## src/rtl/mac_scheduler.sv

```systemverilog
// Serial MAC sequencer: clear, N_IN issue/hold steps, activation latch, done.
// Optional MAC_SCHED_ABORT_EN adds abort_x70 to cancel a run before LATCH.
module mac_scheduler #(
    parameter int N_IN    = 6,
    parameter int MAC_LAT = 3
) (
    input  logic                    clk_x70,
    input  logic                    reset_x70,
    input  logic                    start_x70,
`ifdef MAC_SCHED_ABORT_EN
    input  logic                    abort_x70,
`endif
    output logic                    ready_x70,
    output logic [$clog2(N_IN)-1:0] x_sel_x70,
    output logic                    mac_clr_x70,
    output logic                    mac_en_x70,
    output logic                    act_load_x70,
    output logic                    done_x70,
    output logic [7:0]              run_cnt_x70
);

    localparam int IW = $clog2(N_IN);
    localparam int SW = (MAC_LAT > 1) ? $clog2(MAC_LAT) : 1;
    localparam logic [IW-1:0] IDX_LAST = IW'(N_IN - 1);
    localparam logic [SW-1:0] STG_LAST =
        (MAC_LAT > 1) ? SW'(MAC_LAT - 2) : '0;

    typedef enum logic [2:0] {
        S_IDLE,
        S_CLR,
        S_ISSUE,
        S_HOLD,
        S_LATCH,
        S_DONE
    } state_e;

    state_e        state_q, state_d;
    logic [IW-1:0] idx_q, idx_d;
    logic [SW-1:0] stg_q, stg_d;
    logic [7:0]    cnt_q, cnt_d;
    logic          ready_q, ready_d;
    logic [IW-1:0] xsel_q, xsel_d;
    logic          clr_q, clr_d;
    logic          en_q, en_d;
    logic          act_q, act_d;
    logic          done_q, done_d;
    logic          step_end;
    logic          abort;

`ifdef MAC_SCHED_ABORT_EN
    assign abort = abort_x70;
`else
    assign abort = 1'b0;
`endif

    always_comb begin
        state_d  = state_q;
        idx_d    = idx_q;
        stg_d    = stg_q;
        cnt_d    = cnt_q;
        step_end = 1'b0;
        unique case (state_q)
            S_IDLE: begin
                if (start_x70) state_d = S_CLR;
            end
            S_CLR: begin
                idx_d   = '0;
                stg_d   = '0;
                state_d = S_ISSUE;
            end
            S_ISSUE: begin
                stg_d = '0;
                if (MAC_LAT > 1) state_d = S_HOLD;
                else             step_end = 1'b1;
            end
            S_HOLD: begin
                if (stg_q == STG_LAST) step_end = 1'b1;
                else                   stg_d = stg_q + 1'b1;
            end
            S_LATCH: begin
                state_d = S_DONE;
                cnt_d   = cnt_q + 8'd1;
            end
            S_DONE: begin
                state_d = S_IDLE;
            end
            default: begin
                state_d = S_IDLE;
            end
        endcase

        if (step_end) begin
            stg_d = '0;
            if (idx_q == IDX_LAST) begin
                idx_d   = '0;
                state_d = S_LATCH;
            end else begin
                idx_d   = idx_q + 1'b1;
                state_d = S_ISSUE;
            end
        end

        // cancel only before the sums are committed
        if (abort && (state_q == S_CLR || state_q == S_ISSUE ||
                      state_q == S_HOLD)) begin
            state_d = S_IDLE;
            idx_d   = '0;
            stg_d   = '0;
        end

        // outputs follow the next state so they register with it
        ready_d = (state_d == S_IDLE);
        clr_d   = (state_d == S_CLR);
        en_d    = (state_d == S_ISSUE);
        act_d   = (state_d == S_LATCH);
        done_d  = (state_d == S_DONE);
        xsel_d  = (state_d == S_ISSUE || state_d == S_HOLD) ? idx_d : '0;
    end

    always_ff @(posedge clk_x70 or negedge reset_x70) begin
        if (!reset_x70) begin
            state_q <= S_IDLE;
            idx_q   <= '0;
            stg_q   <= '0;
            cnt_q   <= '0;
            ready_q <= 1'b1;
            xsel_q  <= '0;
            clr_q   <= 1'b0;
            en_q    <= 1'b0;
            act_q   <= 1'b0;
            done_q  <= 1'b0;
        end else begin
            state_q <= state_d;
            idx_q   <= idx_d;
            stg_q   <= stg_d;
            cnt_q   <= cnt_d;
            ready_q <= ready_d;
            xsel_q  <= xsel_d;
            clr_q   <= clr_d;
            en_q    <= en_d;
            act_q   <= act_d;
            done_q  <= done_d;
        end
    end

    assign ready_x70    = ready_q;
    assign x_sel_x70    = xsel_q;
    assign mac_clr_x70  = clr_q;
    assign mac_en_x70   = en_q;
    assign act_load_x70 = act_q;
    assign done_x70     = done_q;
    assign run_cnt_x70  = cnt_q;

endmodule

```

## config.mk

```make
export PLATFORM = sky130hd
export DESIGN_NAME = mac_scheduler
export DESIGN_NICKNAME = d
export VERILOG_FILES = /design/src/rtl/mac_scheduler.sv
export SDC_FILE = /design/constraint.sdc
export NUM_CORES = 1
export LEC_CHECK = 0
export CORE_ASPECT_RATIO = 1.1
export CORE_UTILIZATION = 50
export CTS_BUF_LIST = sky130_fd_sc_hd__clkbuf_4 sky130_fd_sc_hd__clkbuf_8 sky130_fd_sc_hd__clkbuf_16
export DETAILED_ROUTE_END_ITERATION = 7
export PLACE_DENSITY = 0.76
export SLEW_MARGIN = 10
export SYNTH_ARGS = -nofsm -noshare
export SYNTH_HDL_FRONTEND = slang
export SYNTH_SLANG_ARGS = --single-unit
export TNS_END_PERCENT = 10
```

## constraint.sdc

```tcl
create_clock -name clk_x70 -period 3 [get_ports clk_x70]
set_input_delay 0.9 -clock clk_x70 [delete_from_list [all_inputs] [get_ports clk_x70]]
set_output_delay 0.9 -clock clk_x70 [all_outputs]
set_load 0.05 [all_outputs]
```

==> impl_metrics.ini <==
[setup_path]
reg2reg_depth = 4
worstPathArrival_ps = 1630
path_cells = clkdlybuf4s50_1
crit_end = ready_x70
r2r_end = run_cnt_x70[6]$_DFFE_PN0N_
cp_slowest_cell = clkdlybuf4s50_1
timing.rr.start = state_q[2]$_DFF_PN0_
critical_path_class = reg2out
critPathMaxStageDelay_ps = 790
crit_buf_inv = 1
worstSetupStartpoint = ready_x70$_DFF_PN1_
crit_path_end_kind = output pin
crit_fanout = 1
cp-start-kind = register
worstPathRequired_ps = 2100
path_delay_family = buffers and inverters
cp.depth = 1
reg2reg_slack_ps = 1480

[clock_tree]
ctsResizeCount = 0
numCtsBuffers = 3
path_clk_slew_ps = 120
ctsHoldBuffers = 0
clockBufferDepth = 2
insertion_delay_ps = 300
cts_root_buffer = clkbuf_4
numClockSinks = 24
htreeDepth = 1
cts_setup_buffers = 0
tritoncts = done

[timing]
setup_tns_ps = 0
hold_violations = 0
setup_viol = 0
max_slew_margin_pct = 66.9
drv_slew = 0
worst_slew_pin_slew_ps = 494
fin_crit_sh_pct = 84.4
timing.final.ws_setup_ps = 469
fin_skew_ps = 2.07
rsz0062_at_grt = no
fmax_mhz = 395
layout_min_cycle_time_ps = 2530

[place]
placed_area_sq_um = 1260
portBuffers = 18
dp_hpwl_um = 1190
finalWeightedCongestion = 0.750
pre_cts_ws_ps = 818

[floorplan]
die_height_um = 50.7
die_w_um = 46.2
fp-row-count = 17
initial_core_util_pct = 53.3
core_area_sq_um = 2020
dieArea_sq_um = 2340
io_pins = 19

[final_layout]
fin_util_pct = 64.4
multi_input_area_sq_um = 430
register_area_sq_um = 602
drive_above_1_share_pct = 9.82
fillers = 171
area_growth_pct = 20.9
final_common_cell = dfrtp_1
finalInstanceArea_sq_um = 1300
nets = 118
diodes = 0
final_cell_mix = dfrtp_1 (23), clkdlybuf4s50_1 (18), nor2_1 (10)

[synth]
synth_edf_count = 0
yosysSeqAreaShare_pct = 55.9
synthAdderAreaFrac_pct = 2.33
avgSynthCellArea_sq_um = 11.4
synth_mux_area_share_pct = 2.91
synth.distinct_cells = 31
syn_area_sq_um = 1080
synth_seq_cells = 24
synth_area_leader_cell = dfrtp_1
synthXorXnorAreaFrac_pct = 6.51
synth_warnings = 0
netlist.area_leader.share_pct = 53.5
ys.flop_type = dfrtp_1
synth_cells = 94
syn_nets = 99
synth_top_family_by_area = simple AND/OR/NAND/NOR gates
synthSimpleGateAreaFrac_pct = 21.0
ys_top_cells_by_area = dfrtp_1 (53%), nor2_1 (3.5%), xnor2_1 (3.3%)
synth_compound_area_share_pct = 7.21
async_reset_ff_share_pct = 100

[run]
maxCapViolations = 0

[drt]
first_pass_iters = 4
detail_route.wl_per_cell_um = 12.2
vias = 731
wl_um = 1710
ant_nets = 0
drc = 0
drt_iter0_drc = 11
vias_per_cell = 5.22

[pwr]
p_clk_share_pct = 16.6
sequentialPowerShare_pct = 46.2
pwr-share-comb_pct = 37.2
p_per_area_nw_per_um2 = 755
p_leak_nw = 0.636
ir_worst_vdd_v = 0.000515
p_switching_w = 0.000367
switching_share_pct = 37.4
p_int_w = 0.000615
p_total_w = 0.000982

[grt]
grt_max_degree = 25
grt_pass1_vias = 689
grt_pass1_wl_um = 3010
grt.total_usage_pct = 18.0
antenna_found_initial = 0
grt_overflow = 0

[min_path]
hold_depth = 1
worstHoldStart = run_cnt_x70[7]$_DFFE_PN0N_
hold_path_class = reg2reg

[outcome]
outcome = completed
-- power groups by stage --
stage / clock (W) / sequential, W / combinational, W
final: 0.000163 / 0.000454 / 0.000365
after global routing: 0.000182 / 0.000465 / 0.000403
after CTS: 0.000171 / 0.000453 / 0.000368
after detailed placement: 0 / 0.000458 / 0.000365
after global placement: 0 / 0.000454 / 0.000354
after floorplan: 0 / 0.000525 / 0.000206
-- synth_stat cells (2+ instances only) --
master	instances
o21ai_0	4
mux2i_1	2
buf_6	2
ha_1	2
xnor2_1	4
o31ai_1	2
xor2_1	4
nand2_1	8
clkbuf_1	3
dfrtp_1	23
nand2b_1	4
nor3_4	2
nand3_1	2
nor3_1	2
a22o_1	3
nor2_1	10
nand4_1	3
-- state kept, by name, summed over array words and instances (netlist names) --
signal        flops
act_load_x70      1
ready_x70         1
stg_q             2
state_q           3
x_sel_x70         3
mac_en_x70        1
run_cnt_x70       8
done_x70          1
mac_clr_x70       1
idx_q             3
-- per-layer routing --
metal	track usage [%]	vias to the layer above	share of wire [%]
met5	0	-	0
met4	8.82	0	0.94
met3	3.24	2	2.8
met2	27.2	15	48
met1	24.2	353	48
li1	-	361	-
-- worst reg2reg max path: stages (launching register included) --
cell	delay, ps
dfrtp_1	550
or3b_4	510
inv_4	100
nand4_1	120
xnor2_1	140
-- cell type report --
cell class                 count  share of cell area (%)
clock buffer                   4                    2.79
multi-input combinational     63                    33.1
tap                           28                    2.69
sequential                    24                    46.2
inverter                       2                   0.769
timing repair buffer          19                    14.4
-- metrics by stage --
step	hold WS (ps)	instances
detailed placement	480	136
floorplan	456	94
global placement	457	136
finish	483	140
CTS	497	140
global route	501	140
-- kinds of logic (layout without fill, tap and decap cells) --
kind of cell / after synthesis / in the layout
buffers and inverters: 7 / 25
DFF: 24 / 24
xor gates and xnor gates: 8 / 8
adders and majority gates: 2 / 2
AOI/OAI and AO/OA: 11 / 11
muxes: 3 / 3
and+or+nand+nor: 39 / 39
-- worst min path at each step --
stage	slack, ps	endpoint
3_3_place_gp	460	run_cnt_x70[7]$_DFFE_PN0N_
6_report	480	run_cnt_x70[7]$_DFFE_PN0N_
4_1_cts	500	run_cnt_x70[7]$_DFFE_PN0N_
3_5_place_dp	480	run_cnt_x70[7]$_DFFE_PN0N_
5_1_grt	500	run_cnt_x70[7]$_DFFE_PN0N_
2_1_floorplan	460	stg_q[0]$_DFFE_PN0P_
No activity file was read; power rests on OpenSTA's default activity.
